File: config.mk
export PLATFORM = sky130hd
export DESIGN_NAME = write_word_buffer_flat
export DESIGN_NICKNAME = d
export VERILOG_FILES = /design/src/rtl/write_word_buffer_if.sv /design/src/rtl/write_word_buffer.sv /design/src/flat_wrapper.sv
export SDC_FILE = /design/constraint.sdc
export NUM_CORES = 1
export LEC_CHECK = 0
export CORE_ASPECT_RATIO = 1.75
export CORE_MARGIN = 2
export CORE_UTILIZATION = 45
export CTS_CLUSTER_SIZE = 25
export DETAILED_ROUTE_END_ITERATION = 8
export DONT_BUFFER_PORTS = 1
export PLACE_DENSITY = 0.59
export SYNTH_ARGS = -nofsm -noshare
export SYNTH_HDL_FRONTEND = slang
export SYNTH_SLANG_ARGS = --single-unit
File: constraint.sdc
create_clock -name clk -period 6.22 [get_ports clk]
set_clock_uncertainty 0.2 [all_clocks]
set_input_delay 0.933 -clock clk [delete_from_list [all_inputs] [get_ports clk]]
set_output_delay 0.933 -clock clk [all_outputs]
set_load 0.005 [all_outputs]
File: src/rtl/write_word_buffer_if.sv
// Write-beat input channel, word output channel and status of the write word buffer.
// The buffer uses the slave side of this interface and its traffic source uses the master side.
interface write_word_buffer_if #(
    parameter int ADDR_W = 32
);
    logic              in_valid;
    logic              in_ready;
    logic [31:0]       in_data;
    logic [3:0]        in_strb;
    logic [ADDR_W-1:0] in_addr;
    logic              in_last;
    logic              flush;
    logic              out_valid;
    logic              out_ready;
    logic [ADDR_W-3:0] out_waddr;
    logic [31:0]       out_data;
    logic [3:0]        out_mask;
    logic              busy;

    modport master (
        output in_valid, in_data, in_strb, in_addr, in_last, flush, out_ready,
        input  in_ready, out_valid, out_waddr, out_data, out_mask, busy
    );

    modport slave (
        input  in_valid, in_data, in_strb, in_addr, in_last, flush, out_ready,
        output in_ready, out_valid, out_waddr, out_data, out_mask, busy
    );
endinterface

File: src/rtl/write_word_buffer.sv
// Merges byte-lane write beats into whole 32-bit words in an accumulator and queues
// the completed words in a small FIFO. Up to two words can be pushed in one cycle.
module write_word_buffer #(
    parameter int DEPTH  = 4,
    parameter int ADDR_W = 32
) (
    input logic                clk,
    input logic                rst,
    write_word_buffer_if.slave bus
);
    localparam int PTR_W = $clog2(DEPTH);
    localparam int WA_W  = ADDR_W - 2;
    localparam logic [PTR_W:0] OCC_FULL      = (PTR_W + 1)'(DEPTH);
    localparam logic [PTR_W:0] OCC_READY_MAX = (PTR_W + 1)'(DEPTH - 2);

    function automatic logic [31:0] merge_lanes(input logic [31:0] base,
                                                input logic [31:0] data,
                                                input logic [3:0]  strb);
        logic [31:0] r;
        r = base;
        for (int k = 0; k < 4; k++) begin
            if (strb[k]) r[8*k +: 8] = data[8*k +: 8];
        end
        return r;
    endfunction

    logic            acc_valid;
    logic [WA_W-1:0] acc_waddr;
    logic [31:0]     acc_data;
    logic [3:0]      acc_mask;

    logic [WA_W-1:0] mem_waddr [DEPTH];
    logic [31:0]     mem_data  [DEPTH];
    logic [3:0]      mem_mask  [DEPTH];

    logic [PTR_W-1:0] wr_ptr, rd_ptr, wr_idx_b;
    logic [PTR_W:0]   occ, n_push;
    logic             ready, head_valid, accept, pop, has_strb, same_word;
    logic             push_a, push_b, clear_acc, load_acc;
    logic [WA_W-1:0]  beat_waddr;
    logic [31:0]      base_data, merged_data;
    logic [3:0]       base_mask, merged_mask;

    // Unmasked accumulator lanes are kept at zero, so a fresh word starts from an all-zero base.
    always_comb begin
        ready       = (occ <= OCC_READY_MAX);
        head_valid  = (occ != '0);
        accept      = bus.in_valid && ready;
        pop         = head_valid && bus.out_ready;
        beat_waddr  = bus.in_addr[ADDR_W-1:2];
        has_strb    = (bus.in_strb != 4'b0000);
        same_word   = !acc_valid || (acc_waddr == beat_waddr);
        base_data   = (acc_valid && same_word) ? acc_data : 32'h0;
        base_mask   = (acc_valid && same_word) ? acc_mask : 4'b0000;
        merged_data = merge_lanes(base_data, bus.in_data, bus.in_strb);
        merged_mask = base_mask | bus.in_strb;

        push_a    = 1'b0;
        push_b    = 1'b0;
        clear_acc = 1'b0;
        load_acc  = 1'b0;
        if (accept) begin
            if (has_strb) begin
                push_a = acc_valid && !same_word;
                if (merged_mask == 4'b1111 || bus.in_last) begin
                    push_b    = 1'b1;
                    clear_acc = 1'b1;
                end else begin
                    load_acc = 1'b1;
                end
            end else if (bus.in_last && acc_valid) begin
                push_a    = 1'b1;
                clear_acc = 1'b1;
            end
        end else if (bus.flush && acc_valid && occ != OCC_FULL) begin
            push_a    = 1'b1;
            clear_acc = 1'b1;
        end

        n_push   = (PTR_W + 1)'(push_a) + (PTR_W + 1)'(push_b);
        wr_idx_b = push_a ? wr_ptr + PTR_W'(1) : wr_ptr;
    end

    always_ff @(posedge clk) begin
        if (rst) begin
            occ       <= '0;
            wr_ptr    <= '0;
            rd_ptr    <= '0;
            acc_valid <= 1'b0;
            acc_waddr <= '0;
            acc_data  <= 32'h0;
            acc_mask  <= 4'b0000;
        end else begin
            occ    <= occ + n_push - (PTR_W + 1)'(pop);
            wr_ptr <= wr_ptr + n_push[PTR_W-1:0];
            rd_ptr <= rd_ptr + PTR_W'(pop);
            if (clear_acc) begin
                acc_valid <= 1'b0;
                acc_data  <= 32'h0;
                acc_mask  <= 4'b0000;
            end else if (load_acc) begin
                acc_valid <= 1'b1;
                acc_waddr <= beat_waddr;
                acc_data  <= merged_data;
                acc_mask  <= merged_mask;
            end
        end
    end

    // The older accumulator word always lands in the lower slot.
    always_ff @(posedge clk) begin
        if (!rst) begin
            if (push_a) begin
                mem_waddr[wr_ptr] <= acc_waddr;
                mem_data[wr_ptr]  <= acc_data;
                mem_mask[wr_ptr]  <= acc_mask;
            end
            if (push_b) begin
                mem_waddr[wr_idx_b] <= beat_waddr;
                mem_data[wr_idx_b]  <= merged_data;
                mem_mask[wr_idx_b]  <= merged_mask;
            end
        end
    end

    assign bus.in_ready  = ready;
    assign bus.out_valid = head_valid;
    assign bus.out_waddr = head_valid ? mem_waddr[rd_ptr] : '0;
    assign bus.out_data  = head_valid ? mem_data[rd_ptr] : 32'h0;
    assign bus.out_mask  = head_valid ? mem_mask[rd_ptr] : 4'b0000;
    assign bus.busy      = acc_valid || head_valid;
endmodule
File: src/flat_wrapper.sv
// flat-port wrapper written by rule: the top's interface ports become plain ports
module write_word_buffer_flat 
#(
    parameter int DEPTH  = 4,
    parameter int ADDR_W = 32
)
  (clk, rst, bus_in_valid, bus_in_data, bus_in_strb, bus_in_addr, bus_in_last, bus_flush, bus_out_ready, bus_in_ready, bus_out_valid, bus_out_waddr, bus_out_data, bus_out_mask, bus_busy);
  write_word_buffer_if #(.ADDR_W(ADDR_W)) bus_i ();
  input logic clk;
  input logic rst;
  input wire logic [$bits(bus_i.in_valid)-1:0] bus_in_valid;
  input wire logic [$bits(bus_i.in_data)-1:0] bus_in_data;
  input wire logic [$bits(bus_i.in_strb)-1:0] bus_in_strb;
  input wire logic [$bits(bus_i.in_addr)-1:0] bus_in_addr;
  input wire logic [$bits(bus_i.in_last)-1:0] bus_in_last;
  input wire logic [$bits(bus_i.flush)-1:0] bus_flush;
  input wire logic [$bits(bus_i.out_ready)-1:0] bus_out_ready;
  output wire logic [$bits(bus_i.in_ready)-1:0] bus_in_ready;
  output wire logic [$bits(bus_i.out_valid)-1:0] bus_out_valid;
  output wire logic [$bits(bus_i.out_waddr)-1:0] bus_out_waddr;
  output wire logic [$bits(bus_i.out_data)-1:0] bus_out_data;
  output wire logic [$bits(bus_i.out_mask)-1:0] bus_out_mask;
  output wire logic [$bits(bus_i.busy)-1:0] bus_busy;
  assign bus_i.in_valid = bus_in_valid;
  assign bus_i.in_data = bus_in_data;
  assign bus_i.in_strb = bus_in_strb;
  assign bus_i.in_addr = bus_in_addr;
  assign bus_i.in_last = bus_in_last;
  assign bus_i.flush = bus_flush;
  assign bus_i.out_ready = bus_out_ready;
  assign bus_in_ready = bus_i.in_ready;
  assign bus_out_valid = bus_i.out_valid;
  assign bus_out_waddr = bus_i.out_waddr;
  assign bus_out_data = bus_i.out_data;
  assign bus_out_mask = bus_i.out_mask;
  assign bus_busy = bus_i.busy;
  write_word_buffer #(.DEPTH(DEPTH), .ADDR_W(ADDR_W)) u_core (.clk(clk), .rst(rst), .bus(bus_i));
endmodule
* Word-level counts from Yosys, hierarchy flattened
Memories as Yosys holds them, arrays and structs flattened. A register that Yosys moved wholly into a read port is not among the register bits. Index checks and enable logic that the tools add are counted.
Word-level totals: bits in writable memories 264, flip-flop bits (word level) 74, output and inout port bits 69, memories kept 3, bits of input ports 74, logic and storage cells 69
Memories:
- u_core.mem_data | words 4, width 32, read ports 1, clocked after Yosys merged registers in 1, wr ports 2, line write_word_buffer.sv:33 | logic [31:0] mem_data [DEPTH];
- u_core.mem_waddr | words 4, width 30, read ports 1, clocked after Yosys merged registers in 1, wr ports 2, line write_word_buffer.sv:32 | logic [WA_W-1:0] mem_waddr [DEPTH];
- u_core.mem_mask | words 4, width 4, read ports 1, clocked after Yosys merged registers in 1, wr ports 2, line write_word_buffer.sv:34 | logic [3:0] mem_mask [DEPTH];
Operators by class: mux-type cells 31, order comparisons 1, reductions and logical operators 16, bitwise gates (word level) 2, equality and inequality tests 3, add/sub/neg operators 6
Operators by type and width (count):
- $mux W32 | 2
- $mux W8 | 4
- $eq A30 B30 Y1 | 1
- $mux W30 | 1
- $mux W1 | 18
- $mux W2 | 4
- $mux W4 | 2
- $logic_and A1 B1 Y1 | 7
- $eq A4 B4 Y1 const B | 1
- $or A4 B4 Y4 | 1
- $reduce_bool A4 Y1 | 1
- $add A3 B3 Y3 | 1
- $le A3 B2 Y1 const B | 1
- $logic_or A1 B1 Y1 | 3
- $ne A3 B3 Y1 const B | 1
- $reduce_bool A3 Y1 | 1
- $sub A3 B1 Y3 | 1
- $add A1 B1 Y2 | 1
- $add A2 B1 Y2 | 1
- $add A2 B1 Y2 const B | 1
- $add A2 B2 Y2 | 1
- $logic_not A1 Y1 | 2
- $reduce_and A2 Y1 | 1
- $reduce_or A2 Y1 | 1
- $not A1 Y1 | 1

* Logic depth before layout (Yosys ltp)
depth in word-level cells 13, mapped depth 14, depth with buffers taken out 14

* Worst setup path before layout
OpenSTA, ideal clock, no wires.
path type input -> register, start in bus_in_addr[24], end mem u_core.mem_data[3][0], enable pin, stages 10, buffers on the path 2, required time 5594 ps, library setup time 426 ps, path slack 1551 ps, data arrival time 4043 ps, cells stage by stage xnor2_1 nand4_1 nor4_2 a41o_1 a41oi_4 nor2_4 nand2_2 buf_6 buf_6 nand2_1
RTL lines:
- start, declared | line flat_wrapper.sv:14 | input wire logic [$bits(bus_i.in_addr)-1:0] bus_in_addr;
- end, declared | line write_word_buffer.sv:33

==> reports/results.txt <==
first-pass GRT wire length - 63,000 µm
Ys Warns - 0
fin util - 49.5%
H-tree depth - 2
later-pin clock latency in the skew report - 520 ps
vias in the first global route - 10,300
Crit Path Category - in -> reg
Post-Syn Instances - 1,247
IO buf count - 0
post-DP HPWL - 24,700 µm
DRT Pass-1 Iters - 4
final slew viol count - 0
CP endpoint kind - register
startpoint types - input pin
Synth-to-Final Area Change - 9.13%
GRT Overall Usage - 21.6%
setup bufs post-CTS - 0
Clock Pin Slew Worst Setup and Hold Paths - 60 ps
largest cells by area after synthesis - edfxtp_1 47%, mux2_2 14%, mux4_2 8.8%
most area-hungry cell type in the Yosys netlist - edfxtp_1
clock tree buffer depth - 3
drt initial violations - 535
Final min period - 4410 ps
sequential fraction of the synthesis area - 55.6%
top-area cell type share of the netlist area - 46.9%
Final Power - 6.39 mW
Relative slew margins - 30.1%
Distinct cells, synth - 40
Clock Root Buffer - clkbuf_16
Die ar. - 39,200 µm²
Pwr per Cell Area - 346 nW/µm²
worst slew pin tran - 1050 ps
Mapped Area - 16,900 µm²
Die Y - 260 µm
Period Utilization, post-route - 71.0%
antenna cells - 0
Site Rows - 94
CP max FO - 44
largest net degree at the start of global routing - 69
final setup vio count - 0
width of the die - 151 µm
gpl congestion - 0.779
Worst EP arrival - 4400 ps
initial antenna violation count - 2
status - finished clean
Fin. Hold Viols - 0
CTS sink count - 338
CTS tree - done
HP Class - in -> reg
Initial Util - 45.4%
CP Data Required Time - 6200 ps
drt total wl - 42,300 µm
asr flop ratio synth - 0%
Max Fclk - 0.227 GHz
residual DRC count - 0
Resized cells post-CTS - 0
drt wl/cell - 24.6 µm
core area - 37,300 µm²
Ports - 143
cts hold-fix bufs - 0
nets - 1,299
vias per std cell - 5.69
Mean Syn Cell Area - 13.6 µm²
number of flops mapped to enable cells by yosys - 264
share of cells above drive strength 1 - 29.4%
Primary FF master, synth - edfxtp_1
Overflow after GRT - 0
Routed Antenna Nets - 0
CTS buffer count - 34
Max-Cap Viols - 0
syn nets - 1,332
number of synthesized register bits - 338
IR drop worst, VDD - 0.000243 V
via count - 9,781
TNS Setup - 0 ps
Leak - 6.57 nW
RSZ-0062 raised after global routing - no
==> cell usage in the layout, fill, tap and decap left out, types with 36 or more instances in the layout <==
cell type	netlist	routed
mux2_1	36	36
clkbuf_16	0	37
nand2_1	165	160
nor2_1	49	49
and2_1	68	67
mux4_2	66	66
dfxtp_1	74	72
edfxtp_1	264	264
mux2_2	212	212
a21oi_1	50	50
==> cell type report <==
class,count,area (µm²)
clock buffer,46,980
multi-input combinational,810,7050
fill,3222,18800
sequential,338,9420
tap,480,601
clock inverter,16,176
timing repair buffer,17,190
inverter,13,48.8
==> cell usage after synthesis (all sizes together) (4+ instances only) <==
| cell | number |
|---|---|
| o21ai | 37 |
| nor2 | 50 |
| a41o | 4 |
| mux4 | 66 |
| nor3 | 21 |
| nor2b | 5 |
| edfxtp | 264 |
| inv | 13 |
| and2 | 68 |
| dfxtp | 74 |
| nand4 | 7 |
| buf | 47 |
| o2bb2ai | 19 |
| xnor2 | 34 |
| ha | 10 |
| a21oi | 50 |
| clkbuf | 39 |
| mux2 | 248 |
| nand2 | 169 |
==> kinds of logic after synthesis <==
logic type,share of synthesized area (%)
fa+ha+maj,0.858
buf+inv,3.05
compound gates,4.15
simple gates,9.22
mux,25.3
flops,55.6
xor+xnor,1.81
==> critical path: stages <==
cell	delay, ps
xnor2_1	470
nand4_1	300
nor4_2	630
a41o_1	300
a41oi_4	180
nor2_4	320
nand2_4	360
nand2_4	470
buf_12	370
==> per-stage QoR <==
stage | setup WS [ps] | std cells | hold slack (ps) | instance area [µm²]
3_5_place_dp | 1180 | 1658 | 302 | 17300
3_3_place_gp | 1240 | 1658 | 299 | 17300
4_1_cts | 1700 | 1720 | 253 | 18500
5_1_grt | 1620 | 1720 | 253 | 18500
6_report | 1810 | 1720 | 277 | 18500
2_1_floorplan | 1550 | 1247 | 274 | 16900
==> routing by layer <==
metal / up-vias / wire [µm] / GRT usage [%]
met1: 4949 / 16200 / 24.9
li1: 4561 / - / -
met3: 72 / 1950 / 4.04
met5: - / 31 / 0
met4: 4 / 1190 / 6.91
met2: 195 / 22900 / 40.1
==> where the power goes <==
| part | total, mW | internal, mW | leakage [nW] | switching (mW) |
|---|---|---|---|---|
| Combinational | 1.42 | 0.664 | 2.89 | 0.753 |
| Clock | 2.15 | 1.27 | 0.568 | 0.872 |
| Sequential | 2.83 | 2.66 | 3.12 | 0.162 |
| Total | 6.39 | 4.60 | 6.57 | 1.79 |
==> sequential cells by signal, summed over array words and instances, names as in the netlist, 3 cells and up <==
name / count
u_core.acc_waddr: 30
u_core.mem_data: 128
u_core.acc_data: 32
u_core.mem_waddr: 120
u_core.occ: 3
u_core.mem_mask: 16
u_core.acc_mask: 4
==> path summary, 6_finish.rpt <==
path                                                        start                               to  slack [ps]  depth (start not counted)
worst min-delay path                                          rst      u_core.rd_ptr[0]$_SDFF_PP0_         280                          1
worst max register to register  u_core.acc_waddr[26]$_SDFFE_PP0P_  u_core.mem_data[1][4]$_DFFE_PP_        1810                          9
worst max-delay path                              bus_in_addr[28]  u_core.mem_data[1][4]$_DFFE_PP_        1810                          9
worst min register to register    u_core.acc_data[8]$_SDFFE_PP0P_  u_core.acc_data[8]$_SDFFE_PP0P_         310                          2
Note: power is estimated with default switching activity, not from simulation.
